File: config.mk
export PLATFORM = sky130hd
export DESIGN_NAME = npu_tile_sequencer
export DESIGN_NICKNAME = d
export VERILOG_FILES = /design/src/rtl/npu_tile_sequencer.sv
export SDC_FILE = /design/constraint.sdc
export NUM_CORES = 1
export LEC_CHECK = 0
export BUFFER_PORTS_ARGS = -buffer_cell sky130_fd_sc_hd__buf_4
export CORE_ASPECT_RATIO = 0.6
export CORE_MARGIN = 2
export CORE_UTILIZATION = 57
export DETAILED_ROUTE_END_ITERATION = 6
export PLACE_DENSITY = 0.83
export REMOVE_ABC_BUFFERS = 1
export SLEW_MARGIN = 20
export SYNTH_ARGS = -nofsm -noshare
export SYNTH_HDL_FRONTEND = slang
export SYNTH_SLANG_ARGS = --single-unit
File: constraint.sdc
create_clock -name clk -period 8.4 [get_ports clk]
set_input_delay 0.42 -clock clk [delete_from_list [all_inputs] [get_ports clk]]
set_output_delay 0.42 -clock clk [all_outputs]
set_load 0.01 [all_outputs]
File: src/rtl/npu_tile_sequencer.sv
// -----------------------------------------------------------------------------
// npu_tile_sequencer
//
// Runtime-programmable tile/kernel loop sequencer for the W x W NPU array.
// A per-layer config is latched on start. The block then walks the loop
// nest, innermost first: kernel tap, input-channel tile, tile column,
// tile row, output-channel tile. It emits one address/control beat per
// accumulate step over a valid/ready handshake.
//
// Optional feature macro: NPU_SEQ_ABORT_EN (adds the 'abort' input).
//
// Ports:
//   clk, rst_n        clock (rising edge), asynchronous active-low reset
//   start             single-cycle launch, sampled only in IDLE
//   cfg_nb_tile       spatial tiles per image side
//   cfg_nb_tileb      input-channel tiles
//   cfg_nb_tilec      output-channel tiles
//   busy              high in RUN and DONE
//   beat_valid        beat fields valid (RUN)
//   beat_ready        consumer accepts the current beat
//   abort             (NPU_SEQ_ABORT_EN only) cut the layer short
//   tile_r, tile_c    spatial tile row / column
//   tileb, tilec      input / output channel tile
//   kk                kernel tap 0..K*K-1
//   mem_addr          ((tile_r*nb_tile + tile_c)*nb_tileb + tileb)
//   first_acc         clear accumulator (kk==0 && tileb==0)
//   last_acc          write back output tile (kk==KK-1 && tileb==nb_tileb-1)
//   done              one-cycle completion pulse
//   cfg_err           one-cycle pulse alongside done for an illegal config
// -----------------------------------------------------------------------------
module npu_tile_sequencer #(
    parameter int W            = 8,
    parameter int K            = 5,
    parameter int MAX_NB_TILE  = 4,
    parameter int MAX_NB_TILEB = 16,
    parameter int MAX_NB_TILEC = 16,
    parameter int ADDR_W       = $clog2(MAX_NB_TILE*MAX_NB_TILE*MAX_NB_TILEB)
) (
    input  logic                              clk,
    input  logic                              rst_n,
    input  logic                              start,
    input  logic [$clog2(MAX_NB_TILE):0]      cfg_nb_tile,
    input  logic [$clog2(MAX_NB_TILEB):0]     cfg_nb_tileb,
    input  logic [$clog2(MAX_NB_TILEC):0]     cfg_nb_tilec,
    output logic                              busy,
    output logic                              beat_valid,
    input  logic                              beat_ready,
`ifdef NPU_SEQ_ABORT_EN
    input  logic                              abort,
`endif
    output logic [$clog2(MAX_NB_TILE)-1:0]    tile_r,
    output logic [$clog2(MAX_NB_TILE)-1:0]    tile_c,
    output logic [$clog2(MAX_NB_TILEB)-1:0]   tileb,
    output logic [$clog2(MAX_NB_TILEC)-1:0]   tilec,
    output logic [$clog2(K*K)-1:0]            kk,
    output logic [ADDR_W-1:0]                 mem_addr,
    output logic                              first_acc,
    output logic                              last_acc,
    output logic                              done,
    output logic                              cfg_err
);

    localparam int KK    = K * K;
    localparam int KK_W  = $clog2(KK);
    localparam int T_W   = $clog2(MAX_NB_TILE);
    localparam int TB_W  = $clog2(MAX_NB_TILEB);
    localparam int TC_W  = $clog2(MAX_NB_TILEC);
    localparam int CT_W  = T_W + 1;
    localparam int CB_W  = TB_W + 1;
    localparam int CC_W  = TC_W + 1;

    typedef enum logic [1:0] {S_IDLE, S_RUN, S_DONE} state_e;

    state_e              state_q, state_d;
    logic [CT_W-1:0]     nbt_q, nbt_d;
    logic [CB_W-1:0]     nbb_q, nbb_d;
    logic [CC_W-1:0]     nbc_q, nbc_d;
    logic                err_q, err_d;
    logic [KK_W-1:0]     kk_q, kk_d;
    logic [TB_W-1:0]     tileb_q, tileb_d;
    logic [T_W-1:0]      tile_c_q, tile_c_d;
    logic [T_W-1:0]      tile_r_q, tile_r_d;
    logic [TC_W-1:0]     tilec_q, tilec_d;
    logic [ADDR_W-1:0]   addr_q, addr_d;
    logic                first_q, first_d;
    logic                last_q, last_d;

    logic cfg_bad;
    logic kk_last, tileb_last, tile_c_last, tile_r_last, tilec_last;

    // An empty PE array cannot run any layer, so it is treated like a bad config.
    assign cfg_bad = (cfg_nb_tile  == '0) || (cfg_nb_tile  > CT_W'(MAX_NB_TILE))  ||
                     (cfg_nb_tileb == '0) || (cfg_nb_tileb > CB_W'(MAX_NB_TILEB)) ||
                     (cfg_nb_tilec == '0) || (cfg_nb_tilec > CC_W'(MAX_NB_TILEC)) ||
                     (W < 1);

    assign kk_last     = (kk_q == KK_W'(KK - 1));
    assign tileb_last  = ({1'b0, tileb_q}  == nbb_q - CB_W'(1));
    assign tile_c_last = ({1'b0, tile_c_q} == nbt_q - CT_W'(1));
    assign tile_r_last = ({1'b0, tile_r_q} == nbt_q - CT_W'(1));
    assign tilec_last  = ({1'b0, tilec_q}  == nbc_q - CC_W'(1));

    always_ff @(posedge clk or negedge rst_n) begin
        if (!rst_n) begin
            state_q  <= S_IDLE;
            nbt_q    <= '0;
            nbb_q    <= '0;
            nbc_q    <= '0;
            err_q    <= 1'b0;
            kk_q     <= '0;
            tileb_q  <= '0;
            tile_c_q <= '0;
            tile_r_q <= '0;
            tilec_q  <= '0;
            addr_q   <= '0;
            first_q  <= 1'b0;
            last_q   <= 1'b0;
        end else begin
            state_q  <= state_d;
            nbt_q    <= nbt_d;
            nbb_q    <= nbb_d;
            nbc_q    <= nbc_d;
            err_q    <= err_d;
            kk_q     <= kk_d;
            tileb_q  <= tileb_d;
            tile_c_q <= tile_c_d;
            tile_r_q <= tile_r_d;
            tilec_q  <= tilec_d;
            addr_q   <= addr_d;
            first_q  <= first_d;
            last_q   <= last_d;
        end
    end

    // Next state and next beat. The beat fields are precomputed one cycle
    // ahead so that they leave the block straight from flops.
    always_comb begin
        state_d  = state_q;
        nbt_d    = nbt_q;
        nbb_d    = nbb_q;
        nbc_d    = nbc_q;
        err_d    = err_q;
        kk_d     = kk_q;
        tileb_d  = tileb_q;
        tile_c_d = tile_c_q;
        tile_r_d = tile_r_q;
        tilec_d  = tilec_q;

        unique case (state_q)
            S_IDLE: begin
                if (start) begin
                    nbt_d    = cfg_nb_tile;
                    nbb_d    = cfg_nb_tileb;
                    nbc_d    = cfg_nb_tilec;
                    err_d    = cfg_bad;
                    state_d  = cfg_bad ? S_DONE : S_RUN;
                    kk_d     = '0;
                    tileb_d  = '0;
                    tile_c_d = '0;
                    tile_r_d = '0;
                    tilec_d  = '0;
                end
            end
            S_RUN: begin
                if (beat_ready) begin
                    kk_d = kk_last ? '0 : kk_q + KK_W'(1);
                    if (kk_last) begin
                        tileb_d = tileb_last ? '0 : tileb_q + TB_W'(1);
                        if (tileb_last) begin
                            tile_c_d = tile_c_last ? '0 : tile_c_q + T_W'(1);
                            if (tile_c_last) begin
                                tile_r_d = tile_r_last ? '0 : tile_r_q + T_W'(1);
                                if (tile_r_last) begin
                                    tilec_d = tilec_last ? '0 : tilec_q + TC_W'(1);
                                    if (tilec_last) begin
                                        state_d = S_DONE;
                                    end
                                end
                            end
                        end
                    end
                end
`ifdef NPU_SEQ_ABORT_EN
                // Abort wins over whatever the accepted beat would have done.
                if (abort) begin
                    state_d = S_DONE;
                end
`endif
                // Counters are parked at zero outside RUN so idle outputs stay quiet.
                if (state_d == S_DONE) begin
                    kk_d     = '0;
                    tileb_d  = '0;
                    tile_c_d = '0;
                    tile_r_d = '0;
                    tilec_d  = '0;
                end
            end
            S_DONE: begin
                state_d = S_IDLE;
                err_d   = 1'b0;
            end
            default: begin
                state_d = S_IDLE;
            end
        endcase

        addr_d  = ADDR_W'((ADDR_W'(tile_r_d) * ADDR_W'(nbt_d) + ADDR_W'(tile_c_d))
                          * ADDR_W'(nbb_d) + ADDR_W'(tileb_d));
        first_d = (state_d == S_RUN) && (kk_d == '0) && (tileb_d == '0);
        last_d  = (state_d == S_RUN) && (kk_d == KK_W'(KK - 1)) &&
                  ({1'b0, tileb_d} == nbb_d - CB_W'(1));
    end

    // Control outputs are decoded from the registered state only.
    always_comb begin
        busy       = (state_q != S_IDLE);
        beat_valid = (state_q == S_RUN);
        done       = (state_q == S_DONE);
        cfg_err    = (state_q == S_DONE) && err_q;
    end

    assign tile_r    = tile_r_q;
    assign tile_c    = tile_c_q;
    assign tileb     = tileb_q;
    assign tilec     = tilec_q;
    assign kk        = kk_q;
    assign mem_addr  = addr_q;
    assign first_acc = first_q;
    assign last_acc  = last_q;

endmodule
==> results by group <==
Final layout
  • Fillers: 470
  • Final nets: 468
  • Post-route cell area: 3900 µm²
  • Core Util, Final: 69.1%
  • Antenna fix cells: 0
  • Share of post-route cells with drive strength above 1: 18.7%
  • Layout overhead on the synthesized area: 15.9%
  • Final cell count without fillers: 491

STA
  • Fin crit share: 82.2%
  • Slew Limit Fails: 0
  • WHS: 95.8 ps
  • Least-Margin Pin Slew: 741 ps
  • Skew final: 4.24 ps
  • Fmax: 0.145 GHz
  • Fin. Hold Viols: 0
  • Final setup fails: 0
  • Slew HR: 49.2%
  • Fin worst setup slack: 1500 ps
  • RSZ-0062 raised after global routing: no
  • Final Critical Period: 6900 ps
  • Setup TNS: 0 ps

Detailed routing
  • Routed WL: 7720 µm
  • DRC: 0
  • Initial DRT Pass Iterations: 4
  • Final ANT Viol Nets: 0
  • Routed vias/inst: 5.67
  • DRT iter0 DRCs: 155
  • DR vias: 2782
  • Mean routed wirelength per cell: 15.7 µm

Setup path
  • Worst endpoint required time: 8630 ps
  • Slowest stage delay, CP: 540 ps
  • Crit path top cell by count: inv_1
  • CP endpoint kind: flip-flop
  • WP data arrival: 7130 ps
  • Critical path class: flip-flop to flip-flop
  • Crit path max fanout: 6
  • Crit path max-delay cell type: fa_1
  • Delay-heaviest family, CP: adder cells
  • CP startpoint kind: flip-flop
  • Worst Path Buf+Inv: 6

Clocking
  • Total clock sinks: 43
  • Clock slew at reported path FFs: 90 ps
  • CTS tree: yes
  • Clk root buf: clkbuf_8
  • Num CTS Buffers: 5
  • Post-CTS Hold Buffers: 0
  • Worst-Skew Late Latency: 300 ps
  • CTS H-tree lvls: 2
  • Setup bufs post-CTS: 0
  • Cts repair resizes: 0
  • Clock buffer depth: 2

Floorplanning
  • Die Area: 6560 µm²
  • Die Wd: 103 µm
  • Core Region: 5650 µm²
  • Chip height: 63.5 µm
  • FP Rows: 21
  • Starting Density: 59.6%
  • I/O pin cnt: 48

Placed design
  • Port buffer count: 47
  • Dpl cells: 483
  • Setup slack after placement: 1620 ps
  • Placed cell areas: 3780 µm²
  • DP Wirelength: 6040 µm
  • GPL Wtd Cong: 0.944

Yosys
  • Post-Syn Instances: 363
  • Synth top area share: 31.9%
  • Top FF cell, synth: dfrtp_1
  • Synth unique cells: 59
  • Commonest cells in the netlist: inv_1 (45), dfrtp_1 (43), nand2_1 (39), ha_1 (27), xnor2_1 (26)
  • Most common cell in the synthesized netlist: inv_1
  • Dominant cells by area after synthesis: dfrtp_1 (32%), ha_1 (10%), fa_1 (8.3%), xnor2_1 (6.8%), inv_1 (5.0%)
  • Yosys warning count: 0
  • Synth Register Bits: 43
  • Average size of a mapped cell: 9.28 µm²
  • Synthesized area: 3370 µm²
  • Sequential share of the synthesized area: 31.9%
  • FFs w/ async S/R, synth: 100%
  • EDFF count, synth: 0
  • Synth area leader: dfrtp_1

Job
  • Max Cap Viol: 0

Power
  • Total design power: 896 µW
  • Power Density: 230 nW/µm²
  • Static Leak: 1.92 nW
  • Peak VDD IR: 0.143 mV

Global routing
  • Initial antenna violation count: 0
  • Largest net degree at the start of global routing: 44
  • Gr ovfl total: 0
  • First-pass GRT wire length: 13400 µm
  • Vias in the first global route: 2711
  • GRT Util Overall: 26.6%

Outcome
  • Outcome: complete, no violations

Worst hold path
  • Min-delay worst type: input port to async pin
worst register-to-register path, cell delays in order (launching register included):
cell and delay [ps]:
dfrtp_1 410, inv_1 70, ha_1 340, xnor2_1 150, nor3_1 510, inv_1 140
or3_1 410, o31ai_1 220, a32o_2 250, nand2_1 100, fa_1 540, inv_1 50
ha_1 220, fa_1 380, xnor2_1 220, or2_2 330, fa_1 500, inv_1 40
ha_1 260, inv_1 50, fa_1 520, inv_1 60, ha_1 290, a21o_1 150
a21oi_1 220, o21bai_1 90, a21oi_1 180, xnor2_1 130
worst paths after layout:
kind / slack [ps] / start / cells after the start / endpoint
max reg2reg: 1500 / nbt_q[0] / 27 / mem_addr[7]
min: 100 / rst_n / 1 / nbc_q[0]
min reg2reg: 530 / err_q / 2 / err_q
max in group asynchronous: 7910 / rst_n / 1 / last_acc
max: 1500 / nbt_q[0] / 27 / mem_addr[7]
min in group clk: 310 / cfg_nb_tilec[3] / 3 / nbc_q[3]
layout by cell type, fill, tap and decap left out, types with 3 or more instances in the layout:
cell | Yosys | final
o41ai_1 | 3 | 3
xor2_1 | 7 | 7
dfrtp_1 | 43 | 43
nand2_1 | 39 | 39
fa_1 | 14 | 14
a21oi_1 | 11 | 11
ha_1 | 27 | 27
or2_2 | 6 | 6
and2_1 | 11 | 11
a21o_1 | 4 | 4
o21ai_0 | 15 | 15
nor2_1 | 20 | 20
nor2b_1 | 5 | 5
nand3_1 | 7 | 7
inv_1 | 45 | 45
clkbuf_8 | 0 | 6
and3_1 | 3 | 3
nor3_1 | 11 | 11
mux2i_1 | 4 | 4
xnor2_1 | 26 | 26
o31ai_1 | 5 | 5
nand4_1 | 4 | 4
o21bai_1 | 3 | 3
buf_4 | 1 | 49
cells by family (layout without fill, tap and decap cells):
kind of cell | count (synthesis) | count (layout) | synth area share (%)
compound gates | 63 | 63 | 14.1
xor+xnor | 33 | 33 | 8.58
fa+ha+maj | 41 | 41 | 18.4
buf+inv | 54 | 102 | 6.65
flops | 43 | 43 | 31.9
mux | 4 | 4 | 1.19
simple gates | 125 | 125 | 19.2
sequential cells by signal, indices dropped and copies added, names as in the netlist:
name / count
err_q: 1
first_acc: 1
kk: 5
last_acc: 1
mem_addr: 8
nbb_q: 5
nbc_q: 5
nbt_q: 3
state_q: 2
tile_c: 2
tile_r: 2
tileb: 4
tilec: 4
cell type report:
class                      count  area, µm²  share of cell area [%]
sequential                    43       1080                    27.6
clock buffer                   6       82.6                    2.12
inverter                      45        169                    4.33
multi-input combinational    266       2070                    53.0
timing repair buffer          49        368                    9.43
clock inverter                 2       38.8                   0.994
tap                           80        100                    2.56
report_power, final:
part           total, mW  internal (mW)  switching [mW]
Combinational      0.391          0.170           0.221
Sequential         0.328          0.261          0.0672
Clock              0.177         0.0979          0.0788
layer usage:
layer / global-route usage [%] / vias to the layer above / wire length, µm
met1: 42.0 / 1343 / 3760
met2: 37.7 / 108 / 3250
met3: 5.88 / 9 / 641
met4: 4.11 / 0 / 64
li1: - / 1322 / -
met5: 0 / - / 0
Note: power is estimated with default switching activity, not from simulation.
